File: src/rtl/vga_sync_gen.sv
// Raster timing generator for 640x480@60 Hz from a 100 MHz system clock.
// A clock divider produces a one-clock pixel enable; horizontal and vertical
// counters advance on it, and sync/blanking/frame decodes are taken
// combinationally from the registered counters so they line up with
// hCount/vCount in the same cycle.
//
// Ports:
//   clk        system clock (100 MHz)
//   rst        synchronous active-high reset
//   pix_en     one-clock pulse per pixel period; counters advance on it
//   hCount     horizontal position, 0..H_TOTAL-1
//   vCount     vertical position, 0..V_TOTAL-1
//   hSync      active-low horizontal sync
//   vSync      active-low vertical sync
//   bright     high inside the visible window
//   frame_tick one-clock pulse on the last pixel of each frame
module vga_sync_gen #(
  parameter int unsigned CLK_DIV     = 4,
  parameter int unsigned H_TOTAL     = 800,
  parameter int unsigned H_SYNC      = 96,
  parameter int unsigned H_VIS_START = 144,
  parameter int unsigned H_VIS_END   = 784,
  parameter int unsigned V_TOTAL     = 525,
  parameter int unsigned V_SYNC      = 2,
  parameter int unsigned V_VIS_START = 35,
  parameter int unsigned V_VIS_END   = 515
) (
  input  logic       clk,
  input  logic       rst,
  output logic       pix_en,
  output logic [9:0] hCount,
  output logic [9:0] vCount,
  output logic       hSync,
  output logic       vSync,
  output logic       bright,
  output logic       frame_tick
);

  localparam int unsigned DivW = (CLK_DIV > 1) ? $clog2(CLK_DIV) : 1;

  localparam logic [DivW-1:0] DivLast   = DivW'(CLK_DIV - 1);
  localparam logic [9:0]      HLast     = 10'(H_TOTAL - 1);
  localparam logic [9:0]      VLast     = 10'(V_TOTAL - 1);
  localparam logic [9:0]      HSyncEnd  = 10'(H_SYNC);
  localparam logic [9:0]      VSyncEnd  = 10'(V_SYNC);
  localparam logic [9:0]      HVisStart = 10'(H_VIS_START);
  localparam logic [9:0]      HVisEnd   = 10'(H_VIS_END);
  localparam logic [9:0]      VVisStart = 10'(V_VIS_START);
  localparam logic [9:0]      VVisEnd   = 10'(V_VIS_END);

  logic [DivW-1:0] div_q, div_d;
  logic [9:0]      h_q, h_d;
  logic [9:0]      v_q, v_d;
  logic            pix_en_w;
  logic            line_end;
  logic            frame_end;

  always_comb begin
    pix_en_w  = (div_q == DivLast);
    line_end  = (h_q == HLast);
    frame_end = (v_q == VLast);

    div_d = pix_en_w ? '0 : div_q + DivW'(1);
    h_d   = h_q;
    v_d   = v_q;

    // Explicit wraps at H_TOTAL-1 / V_TOTAL-1; never rely on 10-bit overflow.
    if (pix_en_w) begin
      if (line_end) begin
        h_d = '0;
        v_d = frame_end ? '0 : v_q + 10'd1;
      end else begin
        h_d = h_q + 10'd1;
      end
    end
  end

  always_ff @(posedge clk) begin
    if (rst) begin
      div_q <= '0;
      h_q   <= '0;
      v_q   <= '0;
    end else begin
      div_q <= div_d;
      h_q   <= h_d;
      v_q   <= v_d;
    end
  end

  always_comb begin
    pix_en     = pix_en_w;
    hCount     = h_q;
    vCount     = v_q;
    hSync      = ~(h_q < HSyncEnd);
    vSync      = ~(v_q < VSyncEnd);
    bright     = (h_q >= HVisStart) && (h_q < HVisEnd) &&
                 (v_q >= VVisStart) && (v_q < VVisEnd);
    frame_tick = pix_en_w && line_end && frame_end;
  end

endmodule

File: config.mk
export PLATFORM = sky130hd
export DESIGN_NAME = vga_sync_gen
export DESIGN_NICKNAME = d
export VERILOG_FILES = /design/src/rtl/vga_sync_gen.sv
export SDC_FILE = /design/constraint.sdc
export NUM_CORES = 1
export LEC_CHECK = 0
export BUFFER_PORTS_ARGS = -buffer_cell sky130_fd_sc_hd__buf_2
export CORE_MARGIN = 8
export CORE_UTILIZATION = 52
export DETAILED_ROUTE_END_ITERATION = 8
export MAX_ROUTING_LAYER = met4
export PLACE_DENSITY = 0.85
export RECOVER_POWER = 50
export SYNTH_ARGS = -nofsm -noshare
export SYNTH_HDL_FRONTEND = slang
export SYNTH_SLANG_ARGS = --single-unit
File: constraint.sdc
create_clock -name clk -period 2.3 [get_ports clk]
set_input_delay 0.46 -clock clk [delete_from_list [all_inputs] [get_ports clk]]
set_output_delay 0.46 -clock clk [all_outputs]
set_load 0.03 [all_outputs]
* Word-level counts from Yosys, hierarchy flattened *
Index checks and enable logic that the tools add are counted.

word-level totals
  bits in registers = 22
  latch bits = 0
  RAM bits = 0
  bits in read-only memories = 0
  input port bits = 2
  output and inout bits = 25
  word-level logic and storage cells = 26
  memories = 0

operators by class
  $add $sub $neg = 3
  multipliers = 0
  div/mod/pow operators = 0
  magnitude comparators = 6
  equality and inequality tests = 3
  shift-type cells = 0
  mux-type cells = 2
  bitwise gates (word level) = 2
  reductions and logical operators = 7

operator list
  cell                   number
  $add 10x1->10 const B  2
  $eq 10x10->1 const B   2
  $lt 10x10->1 const B   2
  $mux 10                2
  $ge 10x6->1 const B    1
  $ge 10x8->1 const B    1
  $lt 10x2->1 const B    1
  $lt 10x7->1 const B    1
  $logic_and 1x1->1      5
  $add 2x1->2 const B    1
  $eq 2x2->1 const B     1
  $not 1->1              2
  $reduce_and 2->1       1
  $reduce_or 2->1        1

* Longest topological paths before layout *
Gate-level depths: netlist of run 1.

  depth in word-level cells = 4
  gate-level depth with buffers = 7
  depth with buffers taken out = 6

* Worst setup path before layout of run 1 *
Ideal clock, no wire load.

  kind = flip-flop to output port
  from = register v_q[7] (netlist: vCount[7])
  to = output port bright
  data arrival time = 2,081 ps
  data required time = 1,840 ps
  path slack = -241 ps
  stages on the path, launching flop included = 5
  path buffers = 0
  path through = dfxtp_1 -> or4_4 -> nor4_2 -> mux2i_1 -> a311oi_1

on the way
  word-level cells in the longest chain between the ends = 3
  elaborated cells on any way between the ends = 4
  those cells by class = 2 x order compare; 2 x reduce/logical

ends and longest elaborated chain
  what                    RTL line  RTL
  start, declared         53        logic [9:0] v_q, v_d;
  start signal, assigned  86        v_q <= v_d;
  $ge 10x6->1             97        (v_q >= VVisStart) && (v_q < VVisEnd);
  $logic_and 1x1->1       96        bright = (h_q >= HVisStart) && (h_q < HVisEnd) &&
  $logic_and 1x1->1 *     97
  end, declared           35        output logic bright,

Mark *: on every way between the ends. The rest lies on a longest branch, timed or not.

* Worst setup path in the final report of run 1 *
Ends and elaborated chain as after synthesis.

==> metrics.md, run 1 <==
| Metric | Value |
|---|---|
| Status | `finished, violations left` |
| Failing checks | `negative setup slack` |
| Ant diodes | `0` |
| Core ar. | `2190 µm²` |
| Routed length per instance | `14.9 µm` |
| H-tree Lvls | `1` |
| Final Skew | `0.00148 ns` |
| Via density | `5.62` |
| Post-synthesis simple-gate area fraction | `0.354` |
| Clock Path Buffers | `2` |
| Hold Fails Final Rpt | `0` |
| Final Setup Violations | `2` |
| Final nets | `175` |
| Mapped cell area | `1200 µm²` |
| Sequential share of the synthesized area | `0.368` |
| Clk_lat worst skew | `0.31 ns` |
| Multi-input gate area | `727 µm²` |
| Async SR Flop Fraction | `0` |
| GRT overflow | `0` |
| Total CTS buffers | `3` |
| Row count | `17` |
| Initial antenna violation count | `0` |
| First-pass GRT wire length | `4740 µm` |
| Layout cells sized above 1 | `0.175` |
| Register area | `445 µm²` |
| Pins Over Slew Limit | `0` |
| HPWL after DPL | `2140 µm` |
| Synth Area in XOR/XNOR | `0.0879` |
| IO Pins | `27` |
| Die Ht | `64.0 µm` |
| # port buffers | `26` |
| Cts hold-fix bufs | `0` |
| Initial DRC Count | `59` |
| DRC Markers | `0` |
| Cell Chain, Critical Path | `or4_4, nor4_4, mux2i_1, a311oi_2, buf_4` |
| Critical path fanouts, max | `3` |
| WS Path Type | `flop to output pin` |
| First drt pass iteration count | `4` |
| Fin crit period | `2.37 ns` |
| Post-synthesis mux area share | `0.0167` |
| Number of synthesized flops with an enable pin | `0` |
| Largest family of logic cells by synthesized area | `simple AND/OR/NAND/NOR gates` |
| Routed Antenna Nets | `0` |
| HP Class | `flop to flop` |
| GP Congestion | `0.824` |
| Critical-path top delay cell | `or4_4` |
| Most used DFF post-synth | `dfxtp_1` |
| Vias in the first global route | `1057` |
| Final critical-path share of the clock period | `1.03` |
| Largest net degree at the start of global routing | `12` |
| Fmax | `0.422 GHz` |
| Filler-free cell count of the finished design | `194` |
| Critical path arrival | `1.91 ns` |
| Commonest non-fill, non-tap cell in the layout | `dfxtp_1` |
| Data required, critical path | `1.84 ns` |
| Unique masters post-synth | `37` |
| Ys Warns | `0` |
| DIE AREA | `4090 µm²` |
| Max-cap violations | `0` |
| P&R area growth vs syn | `18.2%` |
| DIE WIDTH | `64.0 µm` |
| Power per Cell Area | `421 nW/µm²` |
| Root buffer cell | `clkbuf_4` |
| Synth Area in Adders | `0.0523` |
| Finished Core Util | `0.645` |
| Clock sink count | `22` |
| Worst-path clk slew | `0.11 ns` |
| Via count | `1091` |
| Syn Nets | `144` |
| Unrepaired setup endpoints after global routing | `yes` |
| Syn_area_per_cell | `8.73 µm²` |
| Total track usage | `0.143` |
| Dpl cells | `188` |
| Final WL | `2900 µm` |
| Post-synthesis register bit count | `22` |
| Hold WS | `0.435 ns` |
| Initial core utilization | `0.546` |
| Post-synthesis compound-gate area fraction | `0.0826` |
| Slew HR | `0.611` |
| Lkg Pwr | `0.529 nW` |
| Post-Syn Instances | `137` |
| Worst vdd ir | `0.384 mV` |
| Startpoint types | `flop` |
| Leading cell types in the layout, fill and taps excluded | `20 x dfxtp_1, 16 x nor2_1, 16 x clkbuf_1, 9 x buf_2` |
| Worst setup margin | `-0.0694 ns` |
| CTS tree | `built` |
| Final Total Pwr | `0.000596 W` |
| CP Capture Type | `output pin` |
| Slowest cell delay on critical path | `0.56 ns` |
| Slew @ Worst Pin | `0.582 ns` |
| Layout fillers | `196` |
-- per-layer routing --
layer | global-route usage | up-vias | part of all wire
met5 | - | - | 0
met4 | 0.0613 | 0 | 0.019
met3 | 0.0331 | 7 | 0.045
met2 | 0.232 | 29 | 0.49
met1 | 0.165 | 508 | 0.44
li1 | - | 547 | -
-- synthesized netlist by cell type, types with 4 or more instances --
library cell	count	area, µm²
nor3_1	7	35.0
or3_1	4	25.0
inv_1	4	15.0
a21oi_1	6	30.0
nand4_1	7	43.8
xnor2_1	6	52.6
nand2_1	6	22.5
ha_1	5	62.6
xor2_1	6	52.6
nand3_1	5	25.0
buf_2	4	20.0
o21ai_0	4	20.0
dfxtp_1	22	440
nor2_1	17	63.8
-- kinds of logic after synthesis --
logic type | count (synthesis)
xor gates and xnor gates | 12
buffers and inverters | 11
muxes | 2
adders and majority gates | 5
and+or+nand+nor | 70
DFF | 22
AOI/OAI and AO/OA | 15
-- sequential cells by signal (all words and copies together) (netlist names) --
name	cells
div_q	2
hCount	10
vCount	10
-- final timing paths --
| kind | to | slack [ns] | cells past startpoint | startpoint |
|---|---|---|---|---|
| worst min register to register | div_q[0]$_SDFF_PP0_ | 0.43 | 1 | div_q[0]$_SDFF_PP0_ |
| worst max register to register | vCount[8]$_SDFFE_PP0P_ | 0.26 | 6 | hCount[0]$_SDFFE_PP0P_ |
| worst min-delay path | div_q[0]$_SDFF_PP0_ | 0.43 | 1 | div_q[0]$_SDFF_PP0_ |
| worst max-delay path | bright | -0.07 | 5 | vCount[7]$_SDFFE_PP0P_ |
-- power breakdown --
part	switching [W]	internal, W
clock network	0.000114	0.0000613
logic	0.0000195	0.0000114
registers	0.00000377	0.000386
-- timing repair --
item | 4_1_cts | 5_1_grt
setup buffers | 2 | 1
setup endpoints to repair | 2 | 2
pin swaps | 1 | 1
resized for setup | 7 | 2
-- per-stage QoR --
| stage | setup TNS [ns] | setup slack (ns) | cell area, µm² |
|---|---|---|---|
| after detailed placement | 0 | 0.186 | 1370 |
| final | -0.104 | -0.0694 | 1410 |
| after floorplan | 0 | 0.0290 | 1200 |
| after CTS | -0.0692 | -0.0692 | 1430 |
| after global routing | -0.206 | -0.133 | 1410 |
| after global placement | 0 | 0.205 | 1370 |
-- worst max-delay path: cells and delay by family, from the launching register on --
kind                   cells  cell delay, ns
AND/OR/NAND/NOR            2            0.72
flip-flops                 1            0.36
buffers and inverters      1            0.20
AO/OA/AOI/OAI              1            0.19
multiplexers               1            0.13
-- layout make-up --
class                   count  share of cell area
multi-input cells         104               0.514
inverters                   4              0.0106
repair buffers             33               0.119
flip-flops and latches     22               0.315
clock buffers               3              0.0159
well taps                  28              0.0248
(Power assumes the default switching activity.)
==> inputs of run 2 (changes only) <==
--- a/config.mk
+++ b/config.mk
@@ -15,3 +15,4 @@
 export SYNTH_ARGS = -nofsm -noshare
 export SYNTH_HDL_FRONTEND = slang
 export SYNTH_SLANG_ARGS = --single-unit
+export TNS_END_PERCENT = 50
==> metrics.md, run 2 (synthesis gave the netlist of run 1 again) <==
| Metric | Value |
|---|---|
| Largest net degree at the start of global routing | `12 (unchanged)` |
| Via count | `1122 (was 1091)` |
| Clock sink count | `22 (unchanged)` |
| Critical-path top delay cell | `or4_4 (unchanged)` |
| Routed length per instance | `14.9 µm (about the same)` |
| Layout cells sized above 1 | `0.176 (was 0.175)` |
| Hold Fails Final Rpt | `0 (unchanged)` |
| Die Ht | `64.0 µm (unchanged)` |
| H-tree Lvls | `1 (unchanged)` |
| GP Congestion | `0.826 (was 0.824)` |
| Clock Path Buffers | `2 (unchanged)` |
| Worst-path clk slew | `0.11 ns (about the same)` |
| Status | `finished, violations left (unchanged)` |
| Critical path arrival | `1.90 ns (was 1.91 ns)` |
| Fin crit period | `2.36 ns (was 2.37 ns)` |
| Total CTS buffers | `3 (unchanged)` |
| Leading cell types in the layout, fill and taps excluded | `19 x dfxtp_1, 16 x nor2_1, 16 x clkbuf_1, 9 x buf_2 (was 20 x dfxtp_1, 16 x nor2_1, 16 x clkbuf_1, 9 x buf_2)` |
| Final WL | `2870 µm (was 2900 µm)` |
| Lkg Pwr | `0.526 nW (was 0.529 nW)` |
| HP Class | `flop to flop (unchanged)` |
| Initial core utilization | `0.546 (unchanged)` |
| Core ar. | `2190 µm² (unchanged)` |
| Critical path fanouts, max | `3 (unchanged)` |
| Data required, critical path | `1.84 ns (about the same)` |
| Ant diodes | `0 (unchanged)` |
| Vias in the first global route | `1107 (was 1057)` |
| Layout fillers | `197 (was 196)` |
| Startpoint types | `flop (unchanged)` |
| Pre-CTS WS | `0.188 ns (was 0.186 ns)` |
| Routed Antenna Nets | `0 (unchanged)` |
| Row count | `17 (unchanged)` |
| Slew @ Worst Pin | `0.553 ns (was 0.582 ns)` |
| DIE WIDTH | `64.0 µm (unchanged)` |
| Failing checks | `negative setup slack (unchanged)` |
| Worst vdd ir | `0.442 mV (was 0.384 mV)` |
| Slew HR | `0.631 (was 0.611)` |
| Initial DRC Count | `34 (was 59)` |
| Power per Cell Area | `420 nW/µm² (was 421 nW/µm²)` |
| WS Path Type | `flop to output pin (unchanged)` |
| Final setup TNS | `-0.0561 ns (was -0.104 ns)` |
| Clk_lat worst skew | `0.30 ns (was 0.31 ns)` |
| Fmax | `0.424 GHz (was 0.422 GHz)` |
| # port buffers | `26 (unchanged)` |
| GRT overflow | `0 (unchanged)` |
| First-pass GRT wire length | `4840 µm (was 4740 µm)` |
| IO Pins | `27 (unchanged)` |
| Worst setup margin | `-0.0561 ns (was -0.0694 ns)` |
| P&R area growth vs syn | `17.3% (was 18.2%)` |
| Reg2Reg Depth | `6 (unchanged)` |
| Final critical-path share of the clock period | `1.02 (was 1.03)` |
| Commonest non-fill, non-tap cell in the layout | `dfxtp_1 (unchanged)` |
| Unrepaired setup endpoints after global routing | `yes (unchanged)` |
| HPWL after DPL | `2170 µm (was 2140 µm)` |
| Root buffer cell | `clkbuf_4 (unchanged)` |
| Max-cap violations | `0 (unchanged)` |
| Final Setup Violations | `1 (was 2)` |
| Slowest cell delay on critical path | `0.56 ns (about the same)` |
| Final Skew | `0.00345 ns (was 0.00148 ns)` |
| Final nets | `174 (was 175)` |
| Pins Over Slew Limit | `0 (unchanged)` |
| Total track usage | `0.148 (was 0.143)` |
| Initial antenna violation count | `0 (unchanged)` |
| CTS tree | `built (unchanged)` |
| CP Capture Type | `output pin (unchanged)` |
| Cell Chain, Critical Path | `or4_4, nor4_4, mux2i_1, a311oi_2, buf_4 (unchanged)` |
| Via density | `5.81 (was 5.62)` |
| First drt pass iteration count | `4 (unchanged)` |
| Worst Hold Depth | `1 (unchanged)` |
| DIE AREA | `4090 µm² (unchanged)` |
| DRC Markers | `0 (unchanged)` |
[run 2: final timing paths]
kind                             to  slack [ns]              startpoint
max reg2reg  vCount[8]$_SDFFE_PP0P_        0.22  hCount[0]$_SDFFE_PP0P_
min reg2reg     div_q[0]$_SDFF_PP0_        0.43     div_q[0]$_SDFF_PP0_
max                          bright       -0.06  vCount[4]$_SDFFE_PP0P_
min             div_q[0]$_SDFF_PP0_        0.43     div_q[0]$_SDFF_PP0_
[run 2: where the power goes]
| group | leakage (nW) | switching, W | internal (W) |
|---|---|---|---|
| sequential | 0.180 | 0.00000382 | 0.000386 |
| clock | 0.0138 | 0.000107 | 0.0000611 |
| combinational | 0.333 | 0.0000201 | 0.0000114 |
[run 2: through the flow]
stage / util / hold WS (ns) / instances / instance area, µm² / total power [W]
6_report: 0.640 / 0.433 / 193 / 1400 / 0.000589
5_1_grt: 0.640 / 0.461 / 193 / 1400 / 0.000614
4_1_cts: 0.653 / 0.436 / 193 / 1430 / 0.000599
3_5_place_dp: 0.624 / 0.420 / 188 / 1370 / 0.000433
3_3_place_gp: 0.624 / 0.414 / 188 / 1370 / 0.000431
2_1_floorplan: - / 0.404 / 137 / 1200 / 0.000424
[run 2: per-layer routing]
layer / global-route usage / up-vias / routed length [µm]
met5: - / - / 0
met4: 0.0696 / 0 / 42
met3: 0.0348 / 5 / 94
met2: 0.251 / 21 / 1440
met1: 0.160 / 543 / 1290
li1: - / 553 / -
[run 2: cell type report]
class	count	area, µm²	share of cell area
Clock buffer	3	22.5	0.0161
Inverter	4	15.0	0.0107
Multi-Input combinational cell	104	722	0.515
Sequential cell	22	447	0.318
Tap cell	28	35.0	0.0250
Timing Repair Buffer	32	161	0.115
[run 2: critical path: cells and delay by family, from the launching register on]
family,cells,cell delay (ns)
DFF,1,0.33
and+or+nand+nor,2,0.72
AOI/OAI and AO/OA,1,0.20
buffers and inverters,1,0.20
muxes,1,0.14
[run 2: repair_timing]
| action | 4_1_cts | 5_1_grt |
|---|---|---|
| buffers inserted | 2 | 0 |
| pin swaps | 2 | 0 |
| endpoints found under the hold margin | 0 | 0 |
| gates resized for setup | 9 | 1 |
| endpoints found under the setup margin | 2 | 2 |
| hold buffers | 0 | 0 |
==> inputs of run 3 (changes only) <==
--- a/config.mk
+++ b/config.mk
@@ -9,8 +9,7 @@
 export CORE_MARGIN = 8
 export CORE_UTILIZATION = 52
 export DETAILED_ROUTE_END_ITERATION = 8
-export MAX_ROUTING_LAYER = met4
-export PLACE_DENSITY = 0.85
+export PLACE_DENSITY_LB_ADDON = 0.05
 export RECOVER_POWER = 50
 export SYNTH_ARGS = -nofsm -noshare
 export SYNTH_HDL_FRONTEND = slang
==> metrics.md, run 3 (synthesis gave the netlist of run 1 again) <==
| Metric | Value |
|---|---|
| HP Start | `div_q[0]$_SDFF_PP0_ (unchanged)` |
| Root buffer cell | `clkbuf_4 (unchanged)` |
| Status | `finished, violations left (unchanged)` |
| Unrepaired setup endpoints after global routing | `yes (unchanged)` |
| Lkg Pwr | `0.531 nW (was 0.526 nW)` |
| DRC Markers | `0 (unchanged)` |
| Clk network pwr share | `0.293 (was 0.285)` |
| Initial antenna violation count | `0 (unchanged)` |
| Hold Fails Final Rpt | `0 (unchanged)` |
| WS Path Type | `flop to output pin (unchanged)` |
| GP Congestion | `0.796 (was 0.826)` |
| Flop pwr share | `0.655 (was 0.661)` |
| Row count | `17 (unchanged)` |
| Internal | `0.000458 W (about the same)` |
| Final nets | `174 (unchanged)` |
| Worst Hold Depth | `1 (unchanged)` |
| DIE WIDTH | `64.0 µm (unchanged)` |
| Ant diodes | `0 (unchanged)` |
| IO Pins | `27 (unchanged)` |
| Core ar. | `2190 µm² (unchanged)` |
| GRT overflow | `0 (unchanged)` |
| Worst-path clk slew | `0.11 ns (about the same)` |
| Comb pwr share | `0.052 (was 0.054)` |
| Hold WS | `0.438 ns (was 0.433 ns)` |
| Final WL | `2690 µm (was 2870 µm)` |
| Clock sink count | `22 (unchanged)` |
| HP Class | `flop to flop (unchanged)` |
| Slew @ Worst Pin | `0.378 ns (was 0.553 ns)` |
| Failing checks | `negative setup slack (unchanged)` |
| Reg2reg end | `vCount[8]$_SDFFE_PP0P_ (unchanged)` |
| CTS tree | `built (unchanged)` |
| Die Ht | `64.0 µm (unchanged)` |
| Max-cap violations | `0 (unchanged)` |
| Power per Cell Area | `421 nW/µm² (was 420 nW/µm²)` |
| Fin crit period | `2.33 ns (was 2.36 ns)` |
| Dpl cells | `188 (unchanged)` |
| Via density | `5.50 (was 5.81)` |
| Data required, critical path | `1.84 ns (about the same)` |
| R2R Path Start | `hCount[0]$_SDFFE_PP0P_ (unchanged)` |
| Vias in the first global route | `1022 (was 1107)` |
| Switching Fraction | `0.229 (was 0.222)` |
| Routed Antenna Nets | `0 (unchanged)` |
| CP Capture Type | `output pin (unchanged)` |
| Total CTS buffers | `3 (unchanged)` |
| Worst vdd ir | `0.345 mV (was 0.442 mV)` |
| Commonest non-fill, non-tap cell in the layout | `dfxtp_1 (unchanged)` |
| Final critical-path share of the clock period | `1.01 (was 1.02)` |
| Reg2Reg Depth | `6 (unchanged)` |
| Via count | `1061 (was 1122)` |
| R2R setup slack | `0.30 ns (was 0.22 ns)` |
| Critical path arrival | `1.87 ns (was 1.90 ns)` |
| H-tree Lvls | `1 (unchanged)` |
| Initial core utilization | `0.546 (unchanged)` |
| Slew HR | `0.749 (was 0.631)` |
| Filler-free cell count of the finished design | `193 (unchanged)` |
| DIE AREA | `4090 µm² (unchanged)` |
| First-pass GRT wire length | `4630 µm (was 4840 µm)` |
| HPWL after DPL | `2050 µm (was 2170 µm)` |
| First drt pass iteration count | `4 (unchanged)` |
| P&R area growth vs syn | `18.1% (was 17.3%)` |
| Sw Pwr | `0.000136 W (was 0.000131 W)` |
| Critical path fanouts, max | `3 (unchanged)` |
| Final Total Pwr | `0.000594 W (was 0.000589 W)` |
| Initial DRC Count | `42 (was 34)` |
| Startpoint types | `flop (unchanged)` |
| Pins Over Slew Limit | `0 (unchanged)` |
| Leading cell types in the layout, fill and taps excluded | `19 x dfxtp_1, 16 x nor2_1, 16 x clkbuf_1, 9 x buf_2 (unchanged)` |
| Total track usage | `0.135 (was 0.148)` |
| Layout cells sized above 1 | `0.182 (was 0.176)` |
| Fmax | `0.430 GHz (was 0.424 GHz)` |
| Worst setup margin | `-0.0280 ns (was -0.0561 ns)` |
| Largest net degree at the start of global routing | `12 (unchanged)` |
| Hold EP | `div_q[0]$_SDFF_PP0_ (unchanged)` |
| # port buffers | `26 (unchanged)` |
| Final Setup Violations | `1 (unchanged)` |
| Clk_lat worst skew | `0.30 ns (about the same)` |
| Clock Path Buffers | `2 (unchanged)` |
| Routed length per instance | `13.9 µm (was 14.9 µm)` |
| Final Skew | `0.00475 ns (was 0.00345 ns)` |
[run 3: how the worst max path moves through the flow]
stage,from,endpoint,slack (ns),cells after the start
6_report,vCount[4]$_SDFFE_PP0P_,bright,-0.03,5
5_1_grt,vCount[4]$_SDFFE_PP0P_,bright,-0.13,5
4_1_cts,vCount[4]$_SDFFE_PP0P_,bright,-0.04,5
3_5_place_dp,vCount[7]$_SDFFE_PP0P_,frame_tick,0.19,4
3_3_place_gp,vCount[7]$_SDFFE_PP0P_,bright,0.22,5
2_1_floorplan,vCount[7]$_SDFFE_PP0P_,frame_tick,-0.02,3
[run 3: cell type report]
cell class | instances | area [µm²]
Fill cell | 201 | 778
Multi-Input combinational cell | 104 | 732
Sequential cell | 22 | 447
Timing Repair Buffer | 32 | 161
Tap cell | 28 | 35.0
Clock buffer | 3 | 22.5
Inverter | 4 | 15.0
[run 3: routing by layer]
| layer | wire length [µm] | GRT usage | part of all wire | vias up |
|---|---|---|---|---|
| met3 | 142 | 0.0366 | 0.053 | 2 |
| li1 | - | - | - | 549 |
| met1 | 1260 | 0.167 | 0.47 | 490 |
| met2 | 1280 | 0.215 | 0.47 | 20 |
| met5 | 0 | 0 | 0 | - |
| met4 | 12 | 0.0557 | 0.0045 | 0 |
[run 3: what timing repair did]
action / 4_1_cts / 5_1_grt
hold buffers: 0 / 0
setup endpoints to repair: 2 / 2
setup buffers: 2 / 0
endpoints found under the hold margin: 0 / 0
gates resized for setup: 10 / 1
pin swaps: 2 / 0
[run 3: worst max-delay path: stages (launching register included)]
cell and delay (ns):
dfxtp_2 0.34, or4_4 0.56, nor4_4 0.16, mux2i_1 0.12
a311oi_2 0.19, buf_4 0.20
[run 3: power groups by stage]
stage / combinational (W) / sequential [W] / clock [W]
after global placement: 0.0000325 / 0.000399 / 0
after global routing: 0.0000351 / 0.000390 / 0.000190
after floorplan: 0.0000217 / 0.000402 / 0
after detailed placement: 0.0000330 / 0.000399 / 0
final: 0.0000309 / 0.000390 / 0.000174
after CTS: 0.0000330 / 0.000390 / 0.000179
[run 3: metrics by stage]
stage	util	setup TNS (ns)	worst slack, ns	area (µm²)
after floorplan	-	-0.0201	-0.0201	1200
after global placement	0.624	0	0.219	1370
after detailed placement	0.624	0	0.192	1370
after CTS	0.655	-0.0386	-0.0386	1440
after global routing	0.645	-0.179	-0.134	1410
final	0.645	-0.0280	-0.0280	1410
